## config.mk

```make
export PLATFORM = sky130hd
export DESIGN_NAME = rv_instr_encoder
export DESIGN_NICKNAME = d
export VERILOG_FILES = /design/src/rtl/rv_instr_encoder.sv
export SDC_FILE = /design/constraint.sdc
export NUM_CORES = 1
export LEC_CHECK = 0
export ABC_AREA = 1
export BUFFER_PORTS_ARGS = -buffer_cell sky130_fd_sc_hd__buf_2
export CELL_PAD_IN_SITES_DETAIL_PLACEMENT = 2
export CELL_PAD_IN_SITES_GLOBAL_PLACEMENT = 2
export CORE_ASPECT_RATIO = 1.25
export CORE_MARGIN = 4
export CORE_UTILIZATION = 35
export CTS_BUF_LIST = sky130_fd_sc_hd__clkbuf_16
export CTS_CLUSTER_DIAMETER = 50
export DETAILED_ROUTE_END_ITERATION = 8
export PLACE_DENSITY = 0.94
export SLEW_MARGIN = 20
export SYNTH_ARGS = -nofsm -noshare
export SYNTH_HDL_FRONTEND = slang
export SYNTH_SLANG_ARGS = --single-unit
```

## constraint.sdc

```tcl
create_clock -name clk -period 11.1 [get_ports clk]
set_clock_uncertainty 0.1 [all_clocks]
set_input_delay 2.775 -clock clk [delete_from_list [all_inputs] [get_ports clk]]
set_output_delay 2.775 -clock clk [all_outputs]
set_load 0.02 [all_outputs]
```

## src/rtl/rv_instr_encoder.sv

```systemverilog
// RV32I instruction encoder: turns field-level requests into 32-bit words and
// queues each legal word with its address in a 2-entry in-order FIFO.
module rv_instr_encoder #(
    parameter logic [31:0] BASE_ADDR = 32'h0000_0000
) (
    input  logic        clk,
    input  logic        reset,
    input  logic        clear,
    input  logic        in_valid,
    output logic        in_ready,
    input  logic [3:0]  op_type,
    input  logic [3:0]  operators,
    input  logic [4:0]  rd,
    input  logic [4:0]  rs1,
    input  logic [4:0]  rs2,
    input  logic [31:0] imm,
    output logic        out_valid,
    input  logic        out_ready,
    output logic [31:0] instrCode,
    output logic [31:0] instrAddr,
    output logic        err,
    output logic [15:0] count
);

    typedef enum logic [3:0] {
        OP_R  = 4'd0,
        OP_I  = 4'd1,
        OP_L  = 4'd2,
        OP_S  = 4'd3,
        OP_B  = 4'd4,
        OP_LU = 4'd5,
        OP_AU = 4'd6,
        OP_J  = 4'd7,
        OP_JL = 4'd8
    } op_e;

    logic [2:0]  func3;
    logic        fits_12;
    logic        fits_b;
    logic        fits_j;
    logic        legal;
    logic [31:0] code;

    assign func3   = operators[2:0];
    // Sign-extension checks: upper bits must all equal the field's sign bit.
    assign fits_12 = (imm[31:11] == {21{imm[11]}});
    assign fits_b  = (imm[31:12] == {20{imm[12]}}) && !imm[0];
    assign fits_j  = (imm[31:20] == {12{imm[20]}}) && !imm[0];

    always_comb begin
        // NOTE: every output of this block gets a default first, so no path can infer a latch.
        legal = 1'b1;
        code  = '0;
        case (op_e'(op_type))
            OP_R: code = {1'b0, operators[3], 5'b0, rs2, rs1, func3, rd, 7'b0110011};
            OP_I: begin
                if (func3 == 3'b001 || func3 == 3'b101) begin
                    code  = {1'b0, operators[3] & (func3 == 3'b101), 5'b0, imm[4:0],
                             rs1, func3, rd, 7'b0010011};
                    legal = (imm[31:5] == 27'd0);
                end else begin
                    code  = {imm[11:0], rs1, func3, rd, 7'b0010011};
                    legal = fits_12;
                end
            end
            OP_L: begin
                code  = {imm[11:0], rs1, func3, rd, 7'b0000011};
                legal = fits_12 && !(func3 == 3'b011 || func3 == 3'b110 || func3 == 3'b111);
            end
            OP_S: begin
                code  = {imm[11:5], rs2, rs1, func3, imm[4:0], 7'b0100011};
                legal = fits_12 && (func3 <= 3'b010);
            end
            OP_B: begin
                code  = {imm[12], imm[10:5], rs2, rs1, func3, imm[4:1], imm[11], 7'b1100011};
                legal = fits_b && !(func3 == 3'b010 || func3 == 3'b011);
            end
            OP_LU: code = {imm[31:12], rd, 7'b0110111};
            OP_AU: code = {imm[31:12], rd, 7'b0010111};
            OP_J: begin
                code  = {imm[20], imm[10:1], imm[11], imm[19:12], rd, 7'b1101111};
                legal = fits_j;
            end
            OP_JL: begin
                code  = {imm[11:0], rs1, 3'b000, rd, 7'b1100111};
                legal = fits_12;
            end
            default: legal = 1'b0;
        endcase
    end

    logic [31:0] mem_code_q [2];
    logic [31:0] mem_addr_q [2];
    logic [1:0]  occ_q,    occ_d;
    logic        rd_ptr_q, rd_ptr_d;
    logic        wr_ptr_q, wr_ptr_d;
    logic [31:0] pc_q,     pc_d;
    logic [15:0] count_q,  count_d;
    logic        err_q,    err_d;
    logic        accept;
    logic        deliver;
    logic        push;

    assign in_ready  = (occ_q != 2'd2);
    assign out_valid = (occ_q != 2'd0);
    assign accept    = in_valid && in_ready;
    assign deliver   = out_valid && out_ready;
    assign push      = accept && legal;
    assign instrCode = mem_code_q[rd_ptr_q];
    assign instrAddr = mem_addr_q[rd_ptr_q];
    assign err       = err_q;
    assign count     = count_q;

    always_comb begin
        occ_d    = occ_q;
        rd_ptr_d = rd_ptr_q;
        wr_ptr_d = wr_ptr_q;
        pc_d     = pc_q;
        count_d  = count_q;
        err_d    = err_q;
        if (clear) begin
            occ_d    = 2'd0;
            rd_ptr_d = 1'b0;
            wr_ptr_d = 1'b0;
            pc_d     = BASE_ADDR;
            count_d  = 16'd0;
            err_d    = 1'b0;
        end else begin
            if (deliver) rd_ptr_d = ~rd_ptr_q;
            if (push) begin
                wr_ptr_d = ~wr_ptr_q;
                pc_d     = pc_q + 32'd4;
                count_d  = count_q + 16'd1;
            end else if (accept) begin
                err_d = 1'b1;
            end
            occ_d = occ_q + 2'(push) - 2'(deliver);
        end
    end

    always_ff @(posedge clk or posedge reset) begin
        if (reset) begin
            // NOTE: non-blocking assignments for all state so every register samples pre-edge values.
            occ_q    <= 2'd0;
            rd_ptr_q <= 1'b0;
            wr_ptr_q <= 1'b0;
            pc_q     <= BASE_ADDR;
            count_q  <= 16'd0;
            err_q    <= 1'b0;
        end else begin
            occ_q    <= occ_d;
            rd_ptr_q <= rd_ptr_d;
            wr_ptr_q <= wr_ptr_d;
            pc_q     <= pc_d;
            count_q  <= count_d;
            err_q    <= err_d;
        end
    end

    always_ff @(posedge clk or posedge reset) begin
        if (reset) begin
            // NOTE: the storage is reset only because the head is visible on instrCode/instrAddr right after reset.
            for (int i = 0; i < 2; i++) begin
                mem_code_q[i] <= '0;
                mem_addr_q[i] <= BASE_ADDR;
            end
        end else if (push && !clear) begin
            mem_code_q[wr_ptr_q] <= code;
            mem_addr_q[wr_ptr_q] <= pc_q;
        end
    end

endmodule

```

# After elaboration in Yosys (flattened, before gate mapping)
# Index checks and enable logic that the tools add are counted.
# word_totals
register_bits,181
input_bits,60
out_inout_bits,83
wordCells,94
# classes
addsub,4
n_lt_le_gt_ge,4
n_eq_ne,19
n_mux,26
bitwise,5
reduce_logical,26
# ops
op,count
32-bit two-way mux,10
32-bit one-hot mux with 9 select lines,1
64-bit bitwise mux,2
"32-bit by 3-bit adder with 32-bit output, second input constant",1
32-bit demux with 1-bit select,1
16-bit two-way mux,2
27-bit logical NOT,1
20-bit equality test,1
19-bit equality test,1
"16-bit by 1-bit adder with 16-bit output, second input constant",1
"4-bit by 3-bit equality test with 1-bit output, second input constant",4
11-bit equality test,1
1-bit logical AND,10
"3-bit equality test, second input constant",3
"4-bit by 2-bit equality test with 1-bit output, second input constant",2
1-bit two-way mux,8
2-bit nonzero test,4
1-bit one-hot mux with 7 select lines,1
"3-bit by 2-bit equality test with 1-bit output, second input constant",2
"4-bit by 1-bit equality test with 1-bit output, second input constant",1
"4-bit equality test, second input constant",1
"2-bit greater-or-equal comparator, second input constant",2
1-bit logical NOT,4
4-bit logical NOT,1
13 further kinds,19

# Depth between registers and ports, before layout
# depth
ltp_word,10
mapped_depth,16
depth_no_buf,15

# Worst setup path after synthesis
# Ideal clock, no wire load.
# synth_path
kind,input to register
from,input imm[20]
to,register occ_q[1]
setup_ns,0.132
arrival_ns,4.279
required_time_ns,10.868
setup_slack_ns,6.589
path_stages,12
path_buffers,1
path_cell_list,buf_2 -> nor3_1 -> nand2_1 -> a21oi_1 -> o211ai_1 -> nand3_2 -> nand2_2 -> ha_1 -> inv_1 -> ha_1 -> xor2_1 -> nor2_1
# synth_via
elab_chain_len,8
elab_cells_between_ends,15
cone_classes,add/sub: 2; eq/ne: 3; mux: 3; reduce/logical: 7
# synth_lines
item,line_no,rtl
"start, declared",16,"input logic [31:0] imm,"
19-bit equality test,47,assign fits_b = (imm[31:12] == {20{imm[12]}}) && !imm[0];
1-bit logical AND,47,
1-bit logical AND,76,legal = fits_b && !(func3 == 3'b010 || func3 == 3'b011);
1-bit one-hot mux with 7 select lines *,54,case (op_e'(op_type))
1-bit logical AND *,108,assign push = accept && legal;
2-bit by 1-bit adder with 2-bit output *,137,occ_d = occ_q + 2'(push) - 2'(deliver);
2-bit by 1-bit subtractor with 2-bit output *,137,
2-bit two-way mux *,121,if (clear) begin
named net occ_d[1],94,"logic [1:0] occ_q, occ_d;"
"end signal, assigned",144,occ_q <= 2'd0;
"end signal, assigned",151,occ_q <= occ_d;
"end, declared",94,
# The timed path passes the listed nets; every way through them passes the cells marked *.
# A chain may end at the register's enable or synchronous reset.

# Worst setup path after layout
# layout_path
from,register rd_ptr_q
to,output instrCode[31]
# layout_via
elab_chain_len,4
# layout_lines
item,line_no,rtl
"start, declared",95,"logic rd_ptr_q, rd_ptr_d;"
"start signal, assigned",152,rd_ptr_q <= rd_ptr_d;
1-bit inverter with 2-bit output (implied by the code),109,assign instrCode = mem_code_q[rd_ptr_q];
32-bit two-way mux (implied by the code) (3 in series),109,
"end, declared",19,"output logic [31:0] instrCode,"
# Every way passes these cells. The select of a mux whose other input is x is not followed.

==> qor.yml <==
power:
  p_leak_nw: 6.106
  seqPwrFrac_pct: 40.4
  totalPowerFinal_mw: 1.876
  p_int_mw: 1.168
  power_density_mw_per_mm2: 166.4
  vdd_drop_max_uv: 86.90
  clockPowerShare_pct: 32.2
  combPwrFrac_pct: 27.4
  power.switching_uw: 708.2
  swShare_pct: 37.75
grt:
  track_usage_pct: 26.87
  grt_max_degree: 95
  grt_remaining_overflow: 0
  grt_antenna_before_repair: 1
  grt_pass1_wl_um: 65710
  grt_pass1_vias: 11580
die:
  pin_count: 143
  die_h_um: 195.7
  start_util_pct: 35.56
  core-area_mm2: 0.02774
  row_count: 68
  die_w_um: 158.2
  die_area_mm2: 0.03095
timing:
  setup_tns_ns: 0
  layout_min_cycle_time_ns: 5.687
  tightest_slew_ns: 0.9171
  finalSetupViolCount: 0
  fmax_ghz: 0.1758
  hold_viol: 0
  rsz0062_at_grt: "no"
  relSlewSlack_pct: 38.86
  finalCritPeriodShare_pct: 51.24
  slew_viol_final: 0
logic_synthesis:
  synth.yosys.seq_area_share_pct: 43.89
  yosys_warnings: 0
  synth.avg_cell_area_um2: 7.015
  yosysUniqueCellTypes: 43
  synth_edf_count: 0
  syn_inst: 1406
  synthArstFlopShare_pct: 100.0
  ys_ff_latch: 173
  synth-main-ff-cell: "dfrtp_1"
  synth_area_mm2: 0.009863
critical_path:
  crit_arrival_ns: 2.81
  crit_family: "buffers and inverters"
  reg2reg_from: "wr_ptr_q$_DFFE_PP0P_"
  reg2reg_to: "mem_code_q[62]$_DFFE_PP0P_"
  worst_setup_path_end_kind: "primary output"
  critPathMaxFanout: 54
  path_cells: "buf_4 > inv_2 > buf_4 > nand2_1 > nand2_1 > buf_2"
  reg2reg_slack_ns: 8.44
  worstSetupPathType: "reg -> out"
  start_kind: "flop"
  slowest_delay_ns: 0.58
  required_ns: 8.23
  r2r_cells: 6
  path_buf_inv: 4
  cpMaxStageDelayCell: "buf_4"
cts:
  clk_latency_ns: 0.45
  cts_setup_buffers: 0
  root_buffer: "clkbuf_16"
  clock-sinks: 173
  cts_resized: 0
  cts-htree-levels: 4
  cts_tree: "yes"
  clk_path_buf_depth: 2
  clk_pin_slew_worst_paths_ns: 0.07
  holdBufCountCts: 0
  numCtsBuffers: 17
routing:
  routedWlPerCell_um: 21.93
  drc: 0
  drtPass1Iterations: 5
  vias: 10260
  wl_um: 40740
  avgViaCountPerCell: 5.522
  drt_iter0_markers: 546
  antenna_left: 0
hold_path:
  holdCritPathClass: "reg -> reg"
  whs_path_depth: 2
  hold_start: "mem_code_q[1]$_DFFE_PP0P_"
  min_to: "mem_code_q[1]$_DFFE_PP0P_"
place:
  gp_congestion: 0.9084
  port_buffers: 140
  dp_hpwl_um: 28060
finish:
  diodes: 0
  layout_commonest_cell: "nand2_1"
  final_util_pct: 40.64
  nNetsFinal: 1561
  fill_cells: 3298
  layout_common_cells: "nand2_1 (670), dfrtp_1 (171), buf_2 (140)"
  drive_gt1_share_pct: 14.19
  area.growth.synth_to_final_pct: 14.27
  multi_input_area_mm2: 0.004873
  seqCellArea_mm2: 0.004332
flow_run:
  max_cap_viol_count: 0
status:
  status: "complete, no violations"
-- routing by layer --
| metal | GRT usage (%) | part of all wire, % | vias to the layer above |
|---|---|---|---|
| li1 | - | - | 4653 |
| met1 | 31.81 | 40 | 5265 |
| met2 | 48.34 | 53 | 246 |
| met3 | 3.641 | 3.1 | 94 |
| met4 | 11.00 | 3.8 | 2 |
| met5 | 0 | 0.029 | - |
-- cell usage after synthesis, drive strengths merged (2+ instances only) --
master     n  area (µm²)
nand2    676        2562
dfrtp    173        4329
nand3    102       515.5
nor2     101       415.4
nand4     81       513.0
inv       63       236.5
clkbuf    43       162.7
buf       40       272.8
o21ai     34       170.2
xor2      22       192.7
nor3      14       70.07
xnor2     11       96.34
a21oi     10       50.05
or2        9       56.31
ha         5       62.56
nor4       5       31.28
nor3b      3       22.52
o2111ai    2       17.52
o211ai     2       15.01
o22ai      2       12.51
-- cell type report --
type / count / share of cell area (%)
flip-flops and latches: 173 / 38.43
well taps: 350 / 3.885
clock buffers: 17 / 3.774
clock inverters: 14 / 1.266
repair buffers: 153 / 7.260
inverters: 63 / 2.143
multi-input cells: 1088 / 43.24
-- power by group through the flow --
stage	combinational (mW)	sequential, mW	clock, mW
3_3_place_gp	0.480	0.756	0
3_5_place_dp	0.508	0.765	0
6_report	0.515	0.757	0.604
4_1_cts	0.519	0.758	0.614
2_1_floorplan	0.323	0.742	0
5_1_grt	0.564	0.766	0.643
-- cells by family (layout without fill, tap and decap cells) --
group           after synthesis  in the layout  share of synthesized area, %
compound gates               56             56                         3.171
other cells                   1              2                       0.03802
buf+inv                     146            247                         6.812
xor+xnor                     33             33                         2.930
flops                       173            173                         43.89
simple gates                992            992                         42.52
fa+ha+maj                     5              5                        0.6343
-- stage by stage --
stage          instance area [µm²]  worst slack [ns]  std cells  hold slack, ns
3_5_place_dp                 10680             5.250       1826          0.3596
2_1_floorplan                 9867             3.537       1407          0.3189
6_report                     11270             5.413       1858          0.3742
5_1_grt                      11270             5.275       1858          0.4052
4_1_cts                      11240             5.418       1857          0.3750
3_3_place_gp                 10680             5.460       1826          0.3302
-- flip-flops by register name (all words and copies together) (netlist names) --
name / count
wr_ptr_q: 1
occ_q: 2
mem_addr_q: 60
count: 16
pc_q: 30
mem_code_q: 62
err: 1
rd_ptr_q: 1
-- how the worst max path moves through the flow --
stage	slack, ns	depth (start not counted)	startpoint	to
global route	5.28	6	rd_ptr_q$_DFFE_PP0P_	instrCode[31]
global placement	5.46	7	clear	mem_addr_q[58]$_DFFE_PP0P_
detailed placement	5.25	6	clear	err$_DFFE_PP0P_
CTS	5.42	6	rd_ptr_q$_DFFE_PP0P_	instrCode[31]
floorplan	3.54	1	reset	count[0]$_DFFE_PP0P_
finish	5.41	6	rd_ptr_q$_DFFE_PP0P_	instrCode[31]
-- worst reg2reg max path: stages, from the launching register on --
cell and delay (ns):
dfrtp_2 0.64, buf_4 0.55, inv_1 0.17, nand4_2 0.15, buf_4 0.63, nand2_1 0.20, nand2_1 0.15
Note: power is estimated with default switching activity, not from simulation.
